**src/rtl/game_round_ctrl.sv**
```systemverilog
// -----------------------------------------------------------------------------
// game_round_ctrl
// Round sequencer for a memory game: a random four-digit BCD target is loaded,
// shown for a fixed time, then the player keys in four digits against an entry
// timeout. The entry is compared with the target, score/lives are updated, the
// result is held, and the game either loops to the next round or ends.
//
// Parameters
//   SHOW_CYCLES    cycles the target is displayed
//   ENTRY_TIMEOUT  cycles allowed for entry before a forced failure
//   RESULT_CYCLES  cycles the result is held
//   LIVES          wrong answers allowed per game (1-3)
//
// Ports
//   clk        in   system clock, rising edge
//   rst        in   asynchronous active-low reset
//   start      in   single-cycle pulse that begins a game (IDLE/OVER only)
//   rand_val   in   16  four BCD digits, valid while rand_req is high
//   rand_req   out  request for a new random value (LOAD only)
//   digit      in   4   keypad digit
//   digit_vld  in   strobe qualifying digit
//   clear      in   discard the partial entry
//   disp_val   out  16  four BCD digits to the display
//   disp_en    out  display enable, 1 = show
//   entry_cnt  out  3   digits accepted in the current entry
//   score      out  8   correct rounds this game
//   lives      out  2   remaining lives
//   correct    out  result of the last check
//   game_over  out  game finished flag
//   state      out  3   IDLE=0 LOAD=1 SHOW=2 ENTRY=3 CHECK=4 RESULT=5 OVER=6
// -----------------------------------------------------------------------------
module game_round_ctrl #(
  parameter int SHOW_CYCLES   = 100000000,
  parameter int ENTRY_TIMEOUT = 500000000,
  parameter int RESULT_CYCLES = 50000000,
  parameter int LIVES         = 3
) (
  input  logic        clk,
  input  logic        rst,
  input  logic        start,
  input  logic [15:0] rand_val,
  output logic        rand_req,
  input  logic [3:0]  digit,
  input  logic        digit_vld,
  input  logic        clear,
  output logic [15:0] disp_val,
  output logic        disp_en,
  output logic [2:0]  entry_cnt,
  output logic [7:0]  score,
  output logic [1:0]  lives,
  output logic        correct,
  output logic        game_over,
  output logic [2:0]  state
);

  typedef enum logic [2:0] {
    ST_IDLE   = 3'd0,
    ST_LOAD   = 3'd1,
    ST_SHOW   = 3'd2,
    ST_ENTRY  = 3'd3,
    ST_CHECK  = 3'd4,
    ST_RESULT = 3'd5,
    ST_OVER   = 3'd6
  } state_t;

  localparam logic [31:0] LP_SHOW_LAST   = 32'(SHOW_CYCLES - 1);
  localparam logic [31:0] LP_ENTRY_LAST  = 32'(ENTRY_TIMEOUT - 1);
  localparam logic [31:0] LP_RESULT_LAST = 32'(RESULT_CYCLES - 1);
  localparam logic [1:0]  LP_LIVES       = 2'(LIVES);

  // Score shown on the game-over screen: two BCD digits, clamped at 99.
  function automatic logic [7:0] score_to_bcd(input logic [7:0] s);
    logic [3:0] tens;
    logic [3:0] ones;
    if (s < 8'd100) begin
      tens = 4'(s / 8'd10);
      ones = 4'(s % 8'd10);
      score_to_bcd = {tens, ones};
    end else begin
      score_to_bcd = 8'h99;
    end
  endfunction

  state_t      r_state;
  logic [15:0] r_target;
  logic [15:0] r_entry;
  logic [2:0]  r_entry_cnt;
  logic [7:0]  r_score;
  logic [1:0]  r_lives;
  logic        r_correct;
  logic        r_timeout;
  logic [31:0] r_cnt;
  logic        r_rand_req;
  logic        r_disp_en;
  logic [15:0] r_disp_val;
  logic        r_game_over;

  state_t      w_state_nxt;
  logic [15:0] w_target_nxt;
  logic [15:0] w_entry_nxt;
  logic [2:0]  w_entry_cnt_nxt;
  logic [7:0]  w_score_nxt;
  logic [1:0]  w_lives_nxt;
  logic        w_correct_nxt;
  logic        w_timeout_nxt;
  logic [31:0] w_cnt_nxt;
  logic        w_rand_req_nxt;
  logic        w_disp_en_nxt;
  logic [15:0] w_disp_val_nxt;
  logic        w_game_over_nxt;
  logic        w_digit_ok;
  logic        w_match;

  // Next-state, datapath and output decode for the round sequencer.
  always_comb begin
    w_state_nxt     = r_state;
    w_target_nxt    = r_target;
    w_entry_nxt     = r_entry;
    w_entry_cnt_nxt = r_entry_cnt;
    w_score_nxt     = r_score;
    w_lives_nxt     = r_lives;
    w_correct_nxt   = r_correct;
    w_timeout_nxt   = r_timeout;
    w_cnt_nxt       = 32'd0;
    w_rand_req_nxt  = 1'b0;
    w_disp_en_nxt   = 1'b0;
    w_disp_val_nxt  = 16'h0000;
    w_game_over_nxt = 1'b0;
    w_digit_ok      = digit_vld && (digit <= 4'd9);
    w_match         = 1'b0;

    case (r_state)
      ST_IDLE, ST_OVER: begin
        if (start) begin
          w_state_nxt = ST_LOAD;
          w_score_nxt = 8'd0;
          w_lives_nxt = LP_LIVES;
        end else begin
          w_state_nxt = r_state;
        end
      end
      ST_LOAD: begin
        w_target_nxt = rand_val;
        w_state_nxt  = ST_SHOW;
      end
      ST_SHOW: begin
        if (r_cnt == LP_SHOW_LAST) begin
          w_state_nxt     = ST_ENTRY;
          w_entry_nxt     = 16'h0000;
          w_entry_cnt_nxt = 3'd0;
          w_timeout_nxt   = 1'b0;
        end else begin
          w_state_nxt = ST_SHOW;
        end
      end
      ST_ENTRY: begin
        // clear has priority over a simultaneous digit
        if (clear) begin
          w_entry_nxt     = 16'h0000;
          w_entry_cnt_nxt = 3'd0;
        end else if (w_digit_ok) begin
          w_entry_nxt     = {r_entry[11:0], digit};
          w_entry_cnt_nxt = r_entry_cnt + 3'd1;
        end else begin
          w_entry_nxt = r_entry;
        end
        // a 4th digit on the expiry cycle beats the timeout
        if (!clear && w_digit_ok && (r_entry_cnt == 3'd3)) begin
          w_state_nxt = ST_CHECK;
        end else if (r_cnt == LP_ENTRY_LAST) begin
          w_state_nxt   = ST_CHECK;
          w_timeout_nxt = 1'b1;
        end else begin
          w_state_nxt = ST_ENTRY;
        end
      end
      ST_CHECK: begin
        w_match       = (r_entry == r_target) && !r_timeout;
        w_correct_nxt = w_match;
        if (w_match) begin
          if (r_score != 8'hFF) begin
            w_score_nxt = r_score + 8'd1;
          end else begin
            w_score_nxt = r_score;
          end
        end else if (r_lives != 2'd0) begin
          w_lives_nxt = r_lives - 2'd1;
        end else begin
          w_lives_nxt = r_lives;
        end
        w_state_nxt = ST_RESULT;
      end
      ST_RESULT: begin
        if (r_cnt == LP_RESULT_LAST) begin
          if (r_lives == 2'd0) begin
            w_state_nxt = ST_OVER;
          end else begin
            w_state_nxt = ST_LOAD;
          end
        end else begin
          w_state_nxt = ST_RESULT;
        end
      end
      default: begin
        w_state_nxt = ST_IDLE;
      end
    endcase

    // timers restart on every state change and only run in timed states
    if (w_state_nxt != r_state) begin
      w_cnt_nxt = 32'd0;
    end else if ((r_state == ST_SHOW) || (r_state == ST_ENTRY) || (r_state == ST_RESULT)) begin
      w_cnt_nxt = r_cnt + 32'd1;
    end else begin
      w_cnt_nxt = 32'd0;
    end

    // outputs are decoded from next-state values so they register in step with the state
    w_rand_req_nxt  = (w_state_nxt == ST_LOAD);
    w_game_over_nxt = (w_state_nxt == ST_OVER);
    case (w_state_nxt)
      ST_SHOW, ST_RESULT: begin
        w_disp_en_nxt  = 1'b1;
        w_disp_val_nxt = w_target_nxt;
      end
      ST_ENTRY, ST_CHECK: begin
        w_disp_en_nxt  = 1'b1;
        w_disp_val_nxt = w_entry_nxt;
      end
      ST_OVER: begin
        w_disp_en_nxt  = 1'b1;
        w_disp_val_nxt = {8'h00, score_to_bcd(w_score_nxt)};
      end
      default: begin
        w_disp_en_nxt  = 1'b0;
        w_disp_val_nxt = 16'h0000;
      end
    endcase
  end

  // State, datapath and output registers.
  always_ff @(posedge clk or negedge rst) begin
    if (!rst) begin
      r_state     <= ST_IDLE;
      r_target    <= 16'h0000;
      r_entry     <= 16'h0000;
      r_entry_cnt <= 3'd0;
      r_score     <= 8'd0;
      r_lives     <= LP_LIVES;
      r_correct   <= 1'b0;
      r_timeout   <= 1'b0;
      r_cnt       <= 32'd0;
      r_rand_req  <= 1'b0;
      r_disp_en   <= 1'b0;
      r_disp_val  <= 16'h0000;
      r_game_over <= 1'b0;
    end else begin
      r_state     <= w_state_nxt;
      r_target    <= w_target_nxt;
      r_entry     <= w_entry_nxt;
      r_entry_cnt <= w_entry_cnt_nxt;
      r_score     <= w_score_nxt;
      r_lives     <= w_lives_nxt;
      r_correct   <= w_correct_nxt;
      r_timeout   <= w_timeout_nxt;
      r_cnt       <= w_cnt_nxt;
      r_rand_req  <= w_rand_req_nxt;
      r_disp_en   <= w_disp_en_nxt;
      r_disp_val  <= w_disp_val_nxt;
      r_game_over <= w_game_over_nxt;
    end
  end

  assign rand_req  = r_rand_req;
  assign disp_val  = r_disp_val;
  assign disp_en   = r_disp_en;
  assign entry_cnt = r_entry_cnt;
  assign score     = r_score;
  assign lives     = r_lives;
  assign correct   = r_correct;
  assign game_over = r_game_over;
  assign state     = r_state;

endmodule

```
**config.mk**
```make
export PLATFORM = sky130hd
export DESIGN_NAME = game_round_ctrl
export DESIGN_NICKNAME = d
export VERILOG_FILES = /design/src/rtl/game_round_ctrl.sv
export SDC_FILE = /design/constraint.sdc
export NUM_CORES = 1
export LEC_CHECK = 0
export CORE_ASPECT_RATIO = 1.75
export CORE_MARGIN = 3
export CORE_UTILIZATION = 25
export CTS_BUF_LIST = sky130_fd_sc_hd__clkbuf_8
export DETAILED_ROUTE_END_ITERATION = 8
export PLACE_DENSITY_LB_ADDON = 0.12
export SLEW_MARGIN = 40
export SYNTH_ARGS = -nofsm -noshare
export SYNTH_HDL_FRONTEND = slang
export SYNTH_SLANG_ARGS = --single-unit
```
**constraint.sdc**
```tcl
create_clock -name clk -period 3.58 [get_ports clk]
set_input_delay 0.895 -clock clk [delete_from_list [all_inputs] [get_ports clk]]
set_output_delay 0.895 -clock clk [all_outputs]
set_load 0.02 [all_outputs]
```
==> results.md, run 1 <==
- Worst-Margin Slew: 0.737 ns
- Clock latency on the worst-skew pair: 0.39 ns
- Sequential area share after synthesis: 44.8%
- Clk buf depth: 2
- Via density: 4.94
- PortBufs: 60
- FMAX: 294 MHz
- Antenna violations before repair: 0
- Post-cts hold buffer count: 0
- HP Class: reg -> reg
- Setup WS post-layout: 0.182 ns
- Tcrit/Tclk final: 94.9%
- Minimum clock period after layout: 3.40 ns
- Initial Utilization: 25.5%
- Vias in the first global route: 5191
- EDFF count, synth: 0
- Drt drc: 0
- Layout cell share with drive strength beyond 1: 16.8%
- Post-synthesis area per instance: 9.44 sq um
- H-tree Lvls: 3
- Max-slew violations: 0
- CP max stage delay: 0.43 ns
- Syn Std Cell Area: 5650 sq um
- GPL Wtd Cong: 0.837
- P per Cell Area: 552 nW/um^2
- FF+latch count, synth: 101
- Ant diodes: 0
- Synth warn: 0
- Area growth syn-to-layout: 29.7%
- DRT Wirelength: 18.5 mm
- CTS tree: yes
- Root Buffer: clkbuf_8
- Startpoint Class: input pin
- Clock-pin slew on the worst setup and hold paths: 0.11 ns
- Unique masters post-synth: 67
- CP cell instances: clkdlybuf4s50_1 -> nand2b_1 -> a31oi_1 -> nor4_1 -> a32oi_1 -> o21ai_1 -> buf_4 -> maj3_1 -> a221o_1 -> o211ai_1 -> o21a_1 -> nor2_1 -> a211o_1
- Final setup skew: 0.0155 ns
- Slew headroom: 50.9%
- Ys async rst share: 100%
- Largest net degree at the start of global routing: 56
- Setup TNS: 0 ns
- Layout Nets: 746
- Worst Setup End Kind: register
- First-pass GRT wire length: 29.6 mm
- Final-report hold violation count: 0
- Crit Path Max Fanout: 15
- Main synth FF type: dfrtp_1
- Post-route ant nets: 0
- Outcome: completed
- Die height: 205 um
- CP required: 3.86 ns
- Dpl ws: -0.354 ns
- Worst hold slack: 0.499 ns
- # setup viols final: 0
- Clk sink count: 101
- Worst VDD drop: 167 uV
- Worst Path Buf+Inv: 2
- Leakage: 0.00319 uW
- Die width: 120 um
- Gr ovfl total: 0
- Die footprint: 24500 sq um
- Max-Cap Viols: 0
- Worst Path Class, Setup: in -> reg
- CP arrival: 3.67 ns
- Syn nets: 629
- TritonRoute pass-1 iters: 5
- Synthesized instance count: 599
- CP top delay family: compound AO/OA/AOI/OAI gates
- CORE AREA: 22200 sq um
- All-Layer GR Usage: 15.5%
- DRT iter0 DRCs: 302
- CTS Buf Count: 9
- Post-DP HPWL: 14.0 mm
- DR WL/cell: 18.2 um
- Ports: 61
- Cell Rows: 72
- RSZ-0062 raised after global routing: no
- Slowest CP cell: clkdlybuf4s50_1
- Via count: 5024
==> metal layers <==
layer	wire length, um	vias up	GRT usage [%]	part of all wire (%)
li1	-	2378	-	-
met1	7820	2499	18.4	42
met2	9770	125	28.3	53
met3	580	22	2.57	3.1
met4	340	0	5.28	1.8
met5	0	-	0	0
==> per-stage QoR <==
| stage | total power (uW) | util [%] | area (sq um) | instances |
|---|---|---|---|---|
| 2_1_floorplan | 2550 | - | 5650 | 599 |
| 3_3_place_gp | 3270 | 31.9 | 7080 | 1001 |
| 3_5_place_dp | 3290 | 31.9 | 7080 | 1001 |
| 4_1_cts | 4100 | 32.9 | 7290 | 1017 |
| 5_1_grt | 4310 | 33.1 | 7330 | 1017 |
| 6_report | 4040 | 33.1 | 7330 | 1017 |
==> repair_timing <==
| action | 4_1_cts | 5_1_grt |
|---|---|---|
| endpoints found under the setup margin | 0 | 5 |
| gates resized for setup | 0 | 11 |
| setup buffers | 0 | 0 |
==> cell usage after synthesis (3+ instances only) <==
library cell	count	area share, %
nor2_1	62	4.1
o22ai_1	12	1.3
and2_1	4	0.44
inv_1	31	2.1
o21ai_1	4	0.35
nand3_1	28	2.5
xnor2_1	27	4.2
o21ai_0	22	1.9
a21oi_1	17	1.5
nand2_1	47	3.1
dfrtp_1	99	44
and3_1	10	1.1
inv_2	3	0.20
o211ai_1	6	0.80
nand4_1	19	2.1
mux2i_1	28	5.0
xor2_1	22	3.4
nor4_1	7	0.77
nand4b_1	3	0.46
a22o_1	17	2.6
ha_1	5	1.1
nor3b_1	5	0.66
clkbuf_1	13	0.86
a21o_1	9	1.2
or2_2	4	0.44
nor3_1	12	1.1
a31oi_1	7	0.77
nand2b_1	4	0.44
buf_2	12	1.1
a32oi_1	4	0.62
o221ai_1	6	0.93
o21a_1	3	0.40
o31ai_1	4	0.53
==> final cells by class <==
cell class	count	area, sq um
fillers	2375	14800
multi-input cells	436	2920
flip-flops and latches	101	2530
repair buffers	133	1170
well taps	296	370
clock buffers	11	151
inverters	35	131
clock inverters	5	58.8
==> cell families after synthesis <==
group                    after synthesis  synth area share [%]
adder cells (fa/ha/maj)                7                  1.46
AO/OA/AOI/OAI                        129                  16.1
multiplexers                          30                  5.36
AND/OR/NAND/NOR                      221                  20.3
buffers and inverters                 62                  4.52
flip-flops                           101                  44.8
XOR/XNOR                              49                  7.59
==> final timing paths <==
kind / start / to / slack (ns) / depth (start not counted)
worst max register to register: r_cnt[0] / disp_val[2] / 0.26 / 13
max in group asynchronous: rst / score[6] / 2.28 / 2
min in group asynchronous: rst / disp_val[15] / 0.56 / 1
worst min-delay path: r_cnt[0] / r_cnt[0] / 0.50 / 1
worst min register to register: r_cnt[0] / r_cnt[0] / 0.50 / 1
worst max-delay path: start / disp_val[1] / 0.18 / 13
==> sequential cells by signal, indices dropped and copies added (netlist names) <==
register and cells:
r_entry 16, r_cnt 32, disp_val 16, entry_cnt 3
score 8, r_target 16, game_over 1, lives 2
disp_en 1, state 3, rand_req 1, r_timeout 1
correct 1
==> cells in the final DEF (no fill, tap or decap), drive strengths merged, types with 3 or more instances in the layout <==
cell / count
o221ai: 6
dfrtp: 99
o22ai: 12
nand3: 28
clkdlybuf4s50: 59
o31ai: 4
buf: 74
nor3: 13
a22o: 17
nor2: 63
or2: 4
and3: 10
nand2: 47
xor2: 22
and2: 5
a31oi: 7
clkbuf: 11
o21ai: 26
xnor2: 27
nand2b: 4
nor3b: 6
nor4: 7
inv: 36
mux2i: 28
nand4b: 3
o211ai: 6
nand4: 20
a32oi: 4
o21a: 3
a21o: 9
ha: 5
a21oi: 17
==> report_power, final <==
group / leakage, uW / switching (uW) / internal (uW) / total (uW)
registers: 0.00134 / 178 / 1370 / 1550
logic: 0.00174 / 958 / 744 / 1700
clock network: 0.000107 / 430 / 363 / 793
total: 0.00319 / 1570 / 2480 / 4040
Power figures use the tool's default switching activity.
==> run 2, diff against run 1 <==
Settings changed: REMOVE_ABC_BUFFERS set to 1.
==> run 2 against run 1 <==
  * Flip-flop and latch count is the same
  * Via count fell by 0.40%
  * Sequential power about the same
  * Worst hold slack lost 0.0019 ns
  * Clock skew is 0.0025 ns lower
  * Power is 1.0% lower
  * Design area increased by 1.2%
  * Fmax is 1.3% higher
  * Critical path type is now reg -> reg
  * Critical endpoint unchanged
  * Largest power group unchanged
  * Highest routed layer unchanged
==> results.md, run 2 (synthesis results as in run 1) <==
- Outcome: completed
- Startpoint Class: register
- CORE AREA: 22200 sq um (unchanged)
- Crit path launch: r_cnt[0]
- Fillcell total: 2351 (-1.0%)
- Clock-pin slew on the worst setup and hold paths: 0.10 ns (about the same)
- GPL Wtd Cong: 0.854 (+2.1%)
- CP arrival: 3.62 ns (-0.05 ns)
- PortBufs: 60 (unchanged)
- Max-slew violations: 0 (unchanged)
- HP Class: reg -> reg
- Leakage: 0.00324 uW (+1.6%)
- FMAX: 298 MHz (+1.3%)
- Ports: 61 (unchanged)
- Reg2reg end: disp_val[1]
- CTS tree: yes
- Final-report hold violation count: 0 (unchanged)
- Max reg flops: 32 (unchanged)
- Via count: 5004 (-0.40%)
- Initial Utilization: 25.5% (unchanged)
- R2r setup slk: 0.23 ns (-0.03 ns)
- Placed Area: 7120 sq um (+0.62%)
- Total power: 4000 uW (-1.0%)
- Ant diodes: 0 (unchanged)
- Area growth syn-to-layout: 31.2%
- Worst-Margin Slew: 0.805 ns (+0.0683 ns)
- Crit Path Max Fanout: 6 (-9)
- Worst hold slack: 0.497 ns (-0.00190 ns)
- All-Layer GR Usage: 15.5% (about the same)
- Die footprint: 24500 sq um (unchanged)
- Top reg by flops: r_cnt
- Reg-to-reg startpoint: r_cnt[0]
- DR WL/cell: 18.1 um (-0.67%)
- Clk sink count: 101 (unchanged)
- Layout Nets: 754 (+1.1%)
- Post-cts hold buffer count: 0 (unchanged)
- CP required: 3.85 ns (about the same)
- TritonRoute pass-1 iters: 4 (-1)
- CTS Buf Count: 9 (unchanged)
- Setup WS post-layout: 0.228 ns (+0.0451 ns)
- Post-route ant nets: 0 (unchanged)
- Post-DP HPWL: 14.6 mm (+3.9%)
- Layout cell share with drive strength beyond 1: 18.1% (+1.3 points)
- H-tree Lvls: 3 (unchanged)
- Antenna violations before repair: 0 (unchanged)
- Clk buf depth: 2 (unchanged)
- Cell Rows: 72 (unchanged)
- Hold Crit Depth: 1 (unchanged)
- Most frequent cells in the layout: 99 x dfrtp_1, 78 x buf_4, 62 x nor2_1
- Minimum clock period after layout: 3.35 ns (-0.0451 ns)
- Worst Setup End Kind: register
- CP endpoint: disp_val[1]
- Root Buffer: clkbuf_8
- Worst VDD drop: 222 uV (+33%)
- Largest net degree at the start of global routing: 54 (-3.6%)
- Via density: 4.88 (-1.2%)
- Vias in the first global route: 5225 (+0.65%)
- P per Cell Area: 539 nW/um^2 (-2.2%)
- DRT Wirelength: 18.5 mm (+0.11%)
- Clock latency on the worst-skew pair: 0.38 ns (about the same)
- Tcrit/Tclk final: 93.6% (-1.3 points)
- Dpl ws: -0.507 ns (-0.152 ns)
- Max-Cap Viols: 0 (unchanged)
- Die height: 205 um (unchanged)
- Worst Path Class, Setup: reg -> reg
- DRT iter0 DRCs: 300 (-0.66%)
- Drt drc: 0 (unchanged)
- Most common cell after layout, fill and taps aside: dfrtp_1
- Slew headroom: 46.1% (-4.7 points)
- Post-route cell area: 7420 sq um (+1.2%)
- Final setup skew: 0.0130 ns (-0.00250 ns)
- Setup TNS: 0 ns (unchanged)
- First-pass GRT wire length: 29.3 mm (-0.88%)
- # setup viols final: 0 (unchanged)
- Gr ovfl total: 0 (unchanged)
- Die width: 120 um (unchanged)
- R2R depth: 13 (unchanged)
[run 2: power by group]
part / switching [uW] / internal, uW
Sequential: 192 / 1370
Combinational: 951 / 769
Clock: 410 / 309
[run 2: metal layers]
| metal | wire length, um | vias to the layer above | GRT usage [%] |
|---|---|---|---|
| li1 | - | 2400 | - |
| met1 | 6570 | 2467 | 15.5 |
| met2 | 10800 | 108 | 31.3 |
| met3 | 725 | 29 | 3.04 |
| met4 | 442 | 0 | 5.04 |
| met5 | 0 | - | 0 |
[run 2: metrics by stage]
stage               util, %  instances
global placement       32.1       1005
global route           33.5       1025
finish                 33.5       1025
detailed placement     32.1       1005
floorplan                 -        572
CTS                    33.0       1021
[run 2: how the worst min path moves through the flow]
stage               startpoint         to
floorplan            r_timeout  r_timeout
global placement      r_cnt[0]   r_cnt[0]
detailed placement    r_cnt[0]   r_cnt[0]
CTS                   r_cnt[0]   r_cnt[0]
global route          r_cnt[0]   r_cnt[0]
finish                r_cnt[0]   r_cnt[0]
[run 2: cell type report]
type                       instances  area [sq um]  area share, %
multi-input combinational        436          2950           39.8
inverter                          35           135           1.82
timing repair buffer             141          1240           16.8
clock inverter                     4          23.8          0.320
sequential                       101          2530           34.1
tap                              296           370           4.99
clock buffer                      12           165           2.23
[run 2: repair_timing]
action                                  in CTS  in global routing
gates resized for setup                      4                 15
pin swaps                                    0                  5
endpoints found under the setup margin       5                  7
setup buffers                                0                  4
[run 2: critical path: stages, from the launching register on]
cell     delay, ns
dfrtp_1       0.40
ha_1          0.24
nand4_1       0.13
or3_1         0.39
or4_4         0.58
nor3b_4       0.19
a211o_4       0.34
and2b_4       0.19
inv_1         0.07
nor2_1        0.05
buf_4         0.17
nand2_1       0.13
nor2_1        0.07
a211o_1       0.28
